`src/rtl/core_pkg.sv`:
```
// Shared types for the CPU-to-backend memory bridge: target select and FSM state.
package core_pkg;

  typedef enum logic [1:0] {
    TGT_ROM  = 2'd0,
    TGT_RAM  = 2'd1,
    TGT_SRAM = 2'd2
  } target_t;

  typedef enum logic [1:0] {
    ST_IDLE  = 2'd0,
    ST_REQ   = 2'd1,
    ST_READY = 2'd2
  } state_t;

  localparam int ADDR_W = 25;

endpackage

```
`src/rtl/mem_lane_mux.sv`:
```
// Byte-lane steering between narrow CPU ports and the 32-bit backend bus.
// i_half=1 selects 16-bit (ROM) lanes, i_half=0 selects 8-bit (SRAM) lanes.
module mem_lane_mux (
  input  logic        i_half,
  input  logic [1:0]  i_lane,
  input  logic [7:0]  i_wbyte,
  input  logic [31:0] i_rdata,
  output logic [3:0]  o_be,
  output logic [31:0] o_wdata,
  output logic [15:0] o_rhalf,
  output logic [7:0]  o_rbyte
);

  always_comb begin
    o_be    = i_half ? (i_lane[1] ? 4'b1100 : 4'b0011) : (4'b0001 << i_lane);
    o_wdata = {4{i_wbyte}};
    o_rhalf = i_lane[1] ? i_rdata[31:16] : i_rdata[15:0];
    case (i_lane)
      2'd0:    o_rbyte = i_rdata[7:0];
      2'd1:    o_rbyte = i_rdata[15:8];
      2'd2:    o_rbyte = i_rdata[23:16];
      default: o_rbyte = i_rdata[31:24];
    endcase
  end

endmodule

```
`src/rtl/mem_bridge.sv`:
```
// Bridges three CPU memory ports (ROM/RAM/SRAM) onto one 32-bit request/ack backend.
// Backend handshake: MEM_REQ is a level held with stable ADDR/WE/BE/WDATA until the edge MEM_ACK=1 is sampled.
module mem_bridge
  import core_pkg::*;
#(
  parameter logic [24:0] ROM_BASE  = 25'h0000000,
  parameter logic [24:0] RAM_BASE  = 25'h0200000,
  parameter logic [24:0] SRAM_BASE = 25'h0400000
) (
  input  logic        CLK,
  input  logic        RES,
  input  logic        CE,
  input  logic        CPU_BCYSTn,
  input  logic [19:0] ROM_A,
  input  logic        ROM_CEn,
  output logic [15:0] ROM_DO,
  output logic        ROM_READYn,
  input  logic [20:0] RAM_A,
  input  logic [31:0] RAM_DI,
  input  logic        RAM_CEn,
  input  logic        RAM_WEn,
  input  logic [3:0]  RAM_BEn,
  output logic [31:0] RAM_DO,
  output logic        RAM_READYn,
  input  logic [14:0] SRAM_A,
  input  logic [7:0]  SRAM_DI,
  input  logic        SRAM_CEn,
  input  logic        SRAM_WEn,
  output logic [7:0]  SRAM_DO,
  output logic        SRAM_READYn,
  output logic        MEM_REQ,
  input  logic        MEM_ACK,
  output logic [24:0] MEM_ADDR,
  output logic        MEM_WE,
  output logic [3:0]  MEM_BE,
  output logic [31:0] MEM_WDATA,
  input  logic [31:0] MEM_RDATA,
  output state_t      DBG_STATE
);

  state_t      r_state, w_next;
  target_t     r_tgt, w_req_tgt;
  logic [1:0]  r_lane, w_req_lane, w_mux_lane;
  logic        w_mux_half;
  logic        w_sel_rom, w_sel_ram, w_sel_sram, w_one_sel, w_start, w_ack;
  logic [24:0] w_req_addr, r_mem_addr;
  logic        r_mem_we;
  logic [3:0]  r_mem_be, w_lane_be;
  logic [31:0] r_mem_wdata, w_lane_wdata;
  logic [15:0] r_rom_do, w_lane_rhalf;
  logic [31:0] r_ram_do;
  logic [7:0]  r_sram_do, w_lane_rbyte;

  assign w_sel_rom  = ~ROM_CEn;
  assign w_sel_ram  = ~RAM_CEn;
  assign w_sel_sram = ~SRAM_CEn;
  // Odd count of selects but not all three means exactly one.
  assign w_one_sel  = (w_sel_rom ^ w_sel_ram ^ w_sel_sram) & ~(w_sel_rom & w_sel_ram & w_sel_sram);
  assign w_start    = (r_state == ST_IDLE) & CE & ~CPU_BCYSTn & w_one_sel;
  assign w_ack      = (r_state == ST_REQ) & MEM_ACK;

  always_comb begin
    w_req_tgt  = TGT_SRAM;
    w_req_lane = {SRAM_A[0], 1'b0};
    w_req_addr = SRAM_BASE + {9'd0, SRAM_A[14:1], 2'b00};
    if (w_sel_rom) begin
      w_req_tgt  = TGT_ROM;
      w_req_lane = ROM_A[1:0];
      w_req_addr = ROM_BASE + {5'd0, ROM_A[19:2], 2'b00};
    end else if (w_sel_ram) begin
      w_req_tgt  = TGT_RAM;
      w_req_lane = 2'b00;
      w_req_addr = RAM_BASE + {4'd0, RAM_A[20:2], 2'b00};
    end
  end

  // One lane mux serves both directions: request side while idle, response side afterwards.
  assign w_mux_lane = (r_state == ST_IDLE) ? w_req_lane : r_lane;
  assign w_mux_half = (r_state == ST_IDLE) ? w_sel_rom : (r_tgt == TGT_ROM);

  mem_lane_mux u_lane_mux (
    .i_half  (w_mux_half),
    .i_lane  (w_mux_lane),
    .i_wbyte (SRAM_DI),
    .i_rdata (MEM_RDATA),
    .o_be    (w_lane_be),
    .o_wdata (w_lane_wdata),
    .o_rhalf (w_lane_rhalf),
    .o_rbyte (w_lane_rbyte)
  );

  always_ff @(posedge CLK) begin
    if (RES) r_state <= ST_IDLE;
    else     r_state <= w_next;
  end

  always_comb begin
    w_next = r_state;
    case (r_state)
      ST_IDLE:  if (w_start) w_next = ST_REQ;
      ST_REQ:   if (MEM_ACK) w_next = ST_READY;
      ST_READY: if (CE)      w_next = ST_IDLE;
      default:               w_next = ST_IDLE;
    endcase
  end

  always_comb begin
    MEM_REQ     = (r_state == ST_REQ);
    ROM_READYn  = ~((r_state == ST_READY) & (r_tgt == TGT_ROM));
    RAM_READYn  = ~((r_state == ST_READY) & (r_tgt == TGT_RAM));
    SRAM_READYn = ~((r_state == ST_READY) & (r_tgt == TGT_SRAM));
  end

  always_ff @(posedge CLK) begin
    if (RES) begin
      r_tgt       <= TGT_ROM;
      r_lane      <= 2'b00;
      r_mem_addr  <= '0;
      r_mem_we    <= 1'b0;
      r_mem_be    <= '0;
      r_mem_wdata <= '0;
      r_rom_do    <= '0;
      r_ram_do    <= '0;
      r_sram_do   <= '0;
    end else if (w_start) begin
      r_tgt      <= w_req_tgt;
      r_lane     <= w_req_lane;
      r_mem_addr <= w_req_addr;
      case (w_req_tgt)
        TGT_ROM: begin
          r_mem_we    <= 1'b0;
          r_mem_be    <= w_lane_be;
          r_mem_wdata <= '0;
        end
        TGT_RAM: begin
          r_mem_we    <= ~RAM_WEn;
          r_mem_be    <= ~RAM_BEn;
          r_mem_wdata <= RAM_DI;
        end
        default: begin
          r_mem_we    <= ~SRAM_WEn;
          r_mem_be    <= w_lane_be;
          r_mem_wdata <= w_lane_wdata;
        end
      endcase
    end else if (w_ack && !r_mem_we) begin
      case (r_tgt)
        TGT_ROM: r_rom_do  <= w_lane_rhalf;
        TGT_RAM: r_ram_do  <= MEM_RDATA;
        default: r_sram_do <= w_lane_rbyte;
      endcase
    end
  end

  assign MEM_ADDR  = r_mem_addr;
  assign MEM_WE    = r_mem_we;
  assign MEM_BE    = r_mem_be;
  assign MEM_WDATA = r_mem_wdata;
  assign ROM_DO    = r_rom_do;
  assign RAM_DO    = r_ram_do;
  assign SRAM_DO   = r_sram_do;
  assign DBG_STATE = r_state;

endmodule
```
`config.mk`:
```
export PLATFORM = sky130hd
export DESIGN_NAME = mem_bridge
export DESIGN_NICKNAME = d
export VERILOG_FILES = /design/src/rtl/core_pkg.sv /design/src/rtl/mem_lane_mux.sv /design/src/rtl/mem_bridge.sv
export SDC_FILE = /design/constraint.sdc
export NUM_CORES = 1
export LEC_CHECK = 0
export BUFFER_PORTS_ARGS = -buffer_cell sky130_fd_sc_hd__buf_2
export CAP_MARGIN = 20
export CORE_UTILIZATION = 50
export DETAILED_ROUTE_END_ITERATION = 16
export PLACE_DENSITY = 0.82
export REMOVE_ABC_BUFFERS = 1
export SYNTH_ARGS = -nofsm -noshare
export SYNTH_HDL_FRONTEND = slang
export SYNTH_HIERARCHICAL = 1
export SYNTH_SLANG_ARGS = --single-unit
```
`constraint.sdc`:
```
create_clock -name CLK -period 5.5 [get_ports CLK]
set_input_delay 0.825 -clock CLK [delete_from_list [all_inputs] [get_ports CLK]]
set_output_delay 0.825 -clock CLK [all_outputs]
set_load 0.1 [all_outputs]
```
Yosys cells after proc, flatten, opt, wreduce, memory -nomap -nowiden --
Index checks and enable logic that the tools add are counted. W data, S select, Z words.
Operators by class: $add $sub $neg 2, equal/unequal tests 10, shift-type cells 1, muxes and demuxes 19, bitwise operators 25, reduce and logical (&&, ||, !) cells 11
Operators by type and width (number):
- $pmux W32 S2 | 1
- $mux W24 | 2
- $add A23 B16 Y24 const A | 1
- $pmux W8 S3 | 1
- $add A22 B21 Y23 const A | 1
- $mux W16 | 1
- $mux W2 | 8
- $mux W4 | 3
- $not A1 Y1 | 12
- $reduce_and A3 Y1 | 4
- $and A1 B1 Y1 | 10
- $eq A2 B1 Y1 const B | 4
- $logic_not A2 Y1 | 4
- $eq A2 B2 Y1 const B | 3
- $pmux W2 S3 | 1
- $ne A2 B2 Y1 const B | 2
- $not A4 Y4 | 1
- $shl A1 B2 Y4 const A | 1
- $ne A2 B1 Y1 const B | 1
- $pmux W1 S2 | 1
- $reduce_or A2 Y1 | 1
- $xor A1 B1 Y1 | 2
- $logic_and A1 B1 Y1 | 1
- $logic_not A1 Y1 | 1
- $mux W1 | 1
Storage, ports and cells: register bits after elaboration 124, input bits 142, output and inout port bits 124

Logic depth before layout (Yosys ltp) --
word-level depth 8, gate-level depth with buffers 9

Modules after synthesis --
The synthesis kept the hierarchy.
By module, submodules not included:
- mem_bridge | instances 1, cells an instance 689, area each 5913.2 µm², seq. area each 2362.3 µm²
- mem_lane_mux | instances 1, cells an instance 65, area each 650.6 µm², seq. area each 0.0 µm²

Worst setup path before layout --
Ideal clock, no wire load.
kind register -> output, from register r_state[0] (netlist: DBG_STATE[0]), to output port MEM_REQ, arrival 2.534 ns, setup slack 2.141 ns, cell stages (with the launch flop) 2, cells stage by stage dfxtp_1 nor2b_1
On the way: word-level cells in the longest chain between the ends 1
Ends and longest elaborated chain:
- start, declared | line mem_bridge.sv:41 | state_t r_state, w_next;
- start signal, assigned | line mem_bridge.sv:94 | else r_state <= w_next;
- $eq A2 B1 Y1 | line mem_bridge.sv:108 | MEM_REQ = (r_state == ST_REQ);
- end, declared | line mem_bridge.sv:31 | output logic MEM_REQ,
No other way between the ends.

Final worst setup path --
from input port ROM_CEn, to register r_mem_wdata[2] (netlist: MEM_WDATA[2])
On the way: word-level cells in the longest chain between the ends 6, elaborated cells on any way between the ends 12, classes of those cells eq/ne: 1; mux: 2; bitwise: 8; reduce/logical: 1
Ends and longest elaborated chain:
- start, declared | line mem_bridge.sv:15 | input logic ROM_CEn,
- $not A1 Y1 | line mem_bridge.sv:54 | assign w_sel_rom = ~ROM_CEn;
- $and A1 B1 Y1 (2 in series) | line mem_bridge.sv:58 | assign w_one_sel = (w_sel_rom ^ w_sel_ram ^ w_sel_sram) & ~(w_sel_rom & w_sel_ram & w_sel_sram);
- $not A1 Y1 | line mem_bridge.sv:58
- $and A1 B1 Y1 | line mem_bridge.sv:58
- $and A1 B1 Y1 | line mem_bridge.sv:59 | assign w_start = (r_state == ST_IDLE) & CE & ~CPU_BCYSTn & w_one_sel;
- end signal, assigned | line mem_bridge.sv:143 | r_mem_wdata <= w_lane_wdata;
- end, declared | line mem_bridge.sv:49 | logic [31:0] r_mem_wdata, w_lane_wdata;
Parallel ways exist; a longest one is shown, timed or not. A chain may end at the register's enable or synchronous reset.

==> flow_metrics.env <==
export IMPL_outcome="finished, final reports clean"
export IMPL_leakage_nw=3.862
export IMPL_wl_per_cell_um=15.71
export IMPL_synth_edf_count=0
export IMPL_maxCapViolations=0
export IMPL_worst_slew_pin_slew_ns=1.058
export IMPL_antenna_found_initial=0
export IMPL_cts_setup_buffers=0
export IMPL_placed_cells=1091
export IMPL_max_slew_margin_pct=29.45
export IMPL_worstSetupEndpointType="flop"
export IMPL_ctsHtreeMaxLevel=4
export IMPL_grt_max_degree=80
export IMPL_initial_core_util_pct=51.59
export IMPL_post_route_drc_count=0
export IMPL_clock_path_buffers=2
export IMPL_ys_warn_count=6
export IMPL_crit_type="input pin to flop"
export IMPL_postSynthCellCount=754
export IMPL_slowest_stage="buf_4"
export IMPL_ant_nets=0
export IMPL_synth_most_common_cell="dfxtp_1"
export IMPL_grt_pass1_wl_mm=26.94
export IMPL_netlist_top_cells_count="dfxtp_1 (118), a21oi_1 (91), o21ai_0 (68)"
export IMPL_io_pins=266
export IMPL_cts_made_buffers=17
export IMPL_worst_hold_path_type="flop to flop"
export IMPL_ys_seq_area_share_pct=35.99
export IMPL_grt_overflow_total=0
export IMPL_core_um2=12720
export IMPL_syn_area_um2=6564
export IMPL_synth_top_area_share_pct=35.99
export IMPL_port_buffers=259
export IMPL_async_reset_ff_share_pct=0
export IMPL_cp_start_kind="input pin"
export IMPL_vias=6102
export IMPL_globalplace_congestion=0.7847
export IMPL_max_freq_mhz=315.2
export IMPL_tritoncts="done"
export IMPL_final_hold_violation_count=0
export IMPL_dp_hpwl_mm=11.61
export IMPL_clk_pin_slew_worst_paths_ns=0.05
export IMPL_ys_types=41
export IMPL_synthFlopType="dfxtp_1"
export IMPL_firstDrtPassIters=5
export IMPL_synthTopCellsByArea="dfxtp_1 (36%), mux2_4 (11%), a21oi_1 (6.9%)"
export IMPL_drt_iter0_drc=519
export IMPL_dieWidth_um=116.6
export IMPL_fin_worst_skew_ns=0.007780
export IMPL_synth_largest_area_cell="dfxtp_1"
export IMPL_fp_row_count=41
export IMPL_clk_latency_ns=0.41
export IMPL_root_buffer="clkbuf_16"
export IMPL_dieArea_um2=13590
export IMPL_nets=1084
export IMPL_grt_pass1_vias=5551
export IMPL_period_share_pct=57.68
export IMPL_cp_data_arrival_time_ns=3.47
export IMPL_peakVddDrop_mv=0.1518
export IMPL_path_buf_inv=3
export IMPL_layout_drive_gt1_share_pct=37.85
export IMPL_cts_hold_buf=0
export IMPL_ctsResizeCount=0
export IMPL_grtUsageTotal_pct=25.36
export IMPL_rsz0062_at_grt="no"
export IMPL_drv_slew=0
export IMPL_final_cells=1123
export IMPL_crit_path_max_fanout=55
export IMPL_p_per_area_nw_per_um2=282.2
export IMPL_tns_ns=0
export IMPL_synth_avg_cell_area_um2=8.705
export IMPL_layout_min_cycle_time_ns=3.172
export IMPL_crit_chain="buf_2, inv_1, ha_1, and2_1, o21ai_4, buf_4, mux2_2"
export IMPL_cts_sinks=118
export IMPL_cpLargestDelayFamily="buffers and inverters"
export IMPL_routed_via_density=5.434
export IMPL_antenna_cells=0
export IMPL_setup_violations=0
export IMPL_max_stage_delay_ns=0.73
export IMPL_totalWireLength_mm=17.65
export IMPL_cp_required_ns=5.80
export IMPL_synth_seq_cells=118
export IMPL_final_fill_count=1140
export IMPL_area_growth_pct=23.58
export IMPL_dieHeight_um=116.6
==> cell usage in the layout, fill, tap and decap left out, types with 4 or more instances in the layout <==
master | Yosys | routed
buf_2 | 13 | 258
dfxtp_1 | 118 | 118
a21oi_1 | 91 | 90
o21ai_0 | 68 | 67
nand2_1 | 65 | 65
nand3_1 | 57 | 57
mux2_4 | 49 | 49
nor2b_1 | 49 | 48
mux2i_1 | 41 | 41
nand3b_1 | 34 | 34
nor2_1 | 17 | 17
clkbuf_16 | 0 | 17
a211o_1 | 14 | 14
buf_4 | 38 | 10
mux2_2 | 7 | 7
inv_1 | 6 | 6
clkinv_2 | 0 | 5
and3b_1 | 4 | 4
conb_1 | 1 | 4
clkbuf_8 | 0 | 4
==> metrics by stage <==
stage	power [W]	setup WS (ns)	hold slack [ns]	util [%]	area, µm²
2_1_floorplan	0.001168	1.487	0.4347	-	5966
3_3_place_gp	0.001291	1.982	0.4430	59.51	7571
3_5_place_dp	0.001295	1.943	0.4496	59.51	7571
4_1_cts	0.002305	2.386	0.4570	63.76	8112
5_1_grt	0.002377	2.173	0.4807	63.76	8112
6_report	0.002289	2.328	0.4550	63.76	8112
==> report_power, final <==
group	switching [W]	leakage, nW	internal (W)	total [W]
sequential	0.00000893	0.953	0.000870	0.000879
combinational	0.000262	2.64	0.000139	0.000401
clock	0.000390	0.266	0.000619	0.00101
==> flip-flops by register name (all words and copies together), names as in the netlist <==
register and cells:
DBG_STATE 2, MEM_BE 4, MEM_ADDR 20, r_lane 2
MEM_WDATA 32, SRAM_DO 8, ROM_DO 16, RAM_DO 32
r_tgt 1, MEM_WE 1
==> cells by family (layout without fill, tap and decap cells) <==
group / count (synthesis) / after routing / share of synthesized area [%]
simple gates: 242 / 242 / 20.11
compound gates: 180 / 180 / 14.79
flops: 118 / 118 / 35.99
buf+inv: 112 / 306 / 9.626
mux: 97 / 97 / 18.66
fa+ha+maj: 4 / 4 / 0.7625
other cells: 1 / 4 / 0.05713
==> worst paths after layout <==
check,cells past startpoint,slack [ns],startpoint,end
max,7,2.33,ROM_CEn,MEM_WDATA[2]$_SDFFE_PP0P_
min,2,0.45,MEM_ADDR[4]$_SDFFE_PP0P_,MEM_ADDR[4]$_SDFFE_PP0P_
max reg2reg,7,2.88,DBG_STATE[0]$_SDFFE_PP0P_,SRAM_DO[7]$_SDFFE_PP0P_
min reg2reg,2,0.45,MEM_ADDR[4]$_SDFFE_PP0P_,MEM_ADDR[4]$_SDFFE_PP0P_
==> tightest hold or removal path: cells and delay by family, from the launching register on <==
| kind | cells | cell delay, ns |
|---|---|---|
| mux | 1 | 0.05 |
| flops | 1 | 0.30 |
| simple gates | 1 | 0.05 |
==> layout make-up <==
type                       count  area (µm²)  share of cell area, %
sequential                   118        2362                  29.12
multi-input combinational    527        3605                  44.44
clock buffer                  24       491.7                  6.062
clock inverter                 8       48.80                 0.6016
tap                          172       215.2                  2.653
timing repair buffer         268        1366                  16.84
inverter                       6       22.52                 0.2776
==> layer usage <==
layer / GRT usage (%) / up-vias / wire (µm)
met2: 42.33 / 278 / 8425
met3: 8.355 / 40 / 1507
li1: - / 2943 / -
met4: 12.07 / 0 / 429
met5: 0 / - / 0
met1: 29.30 / 2841 / 7284
Power figures use the tool's default switching activity.
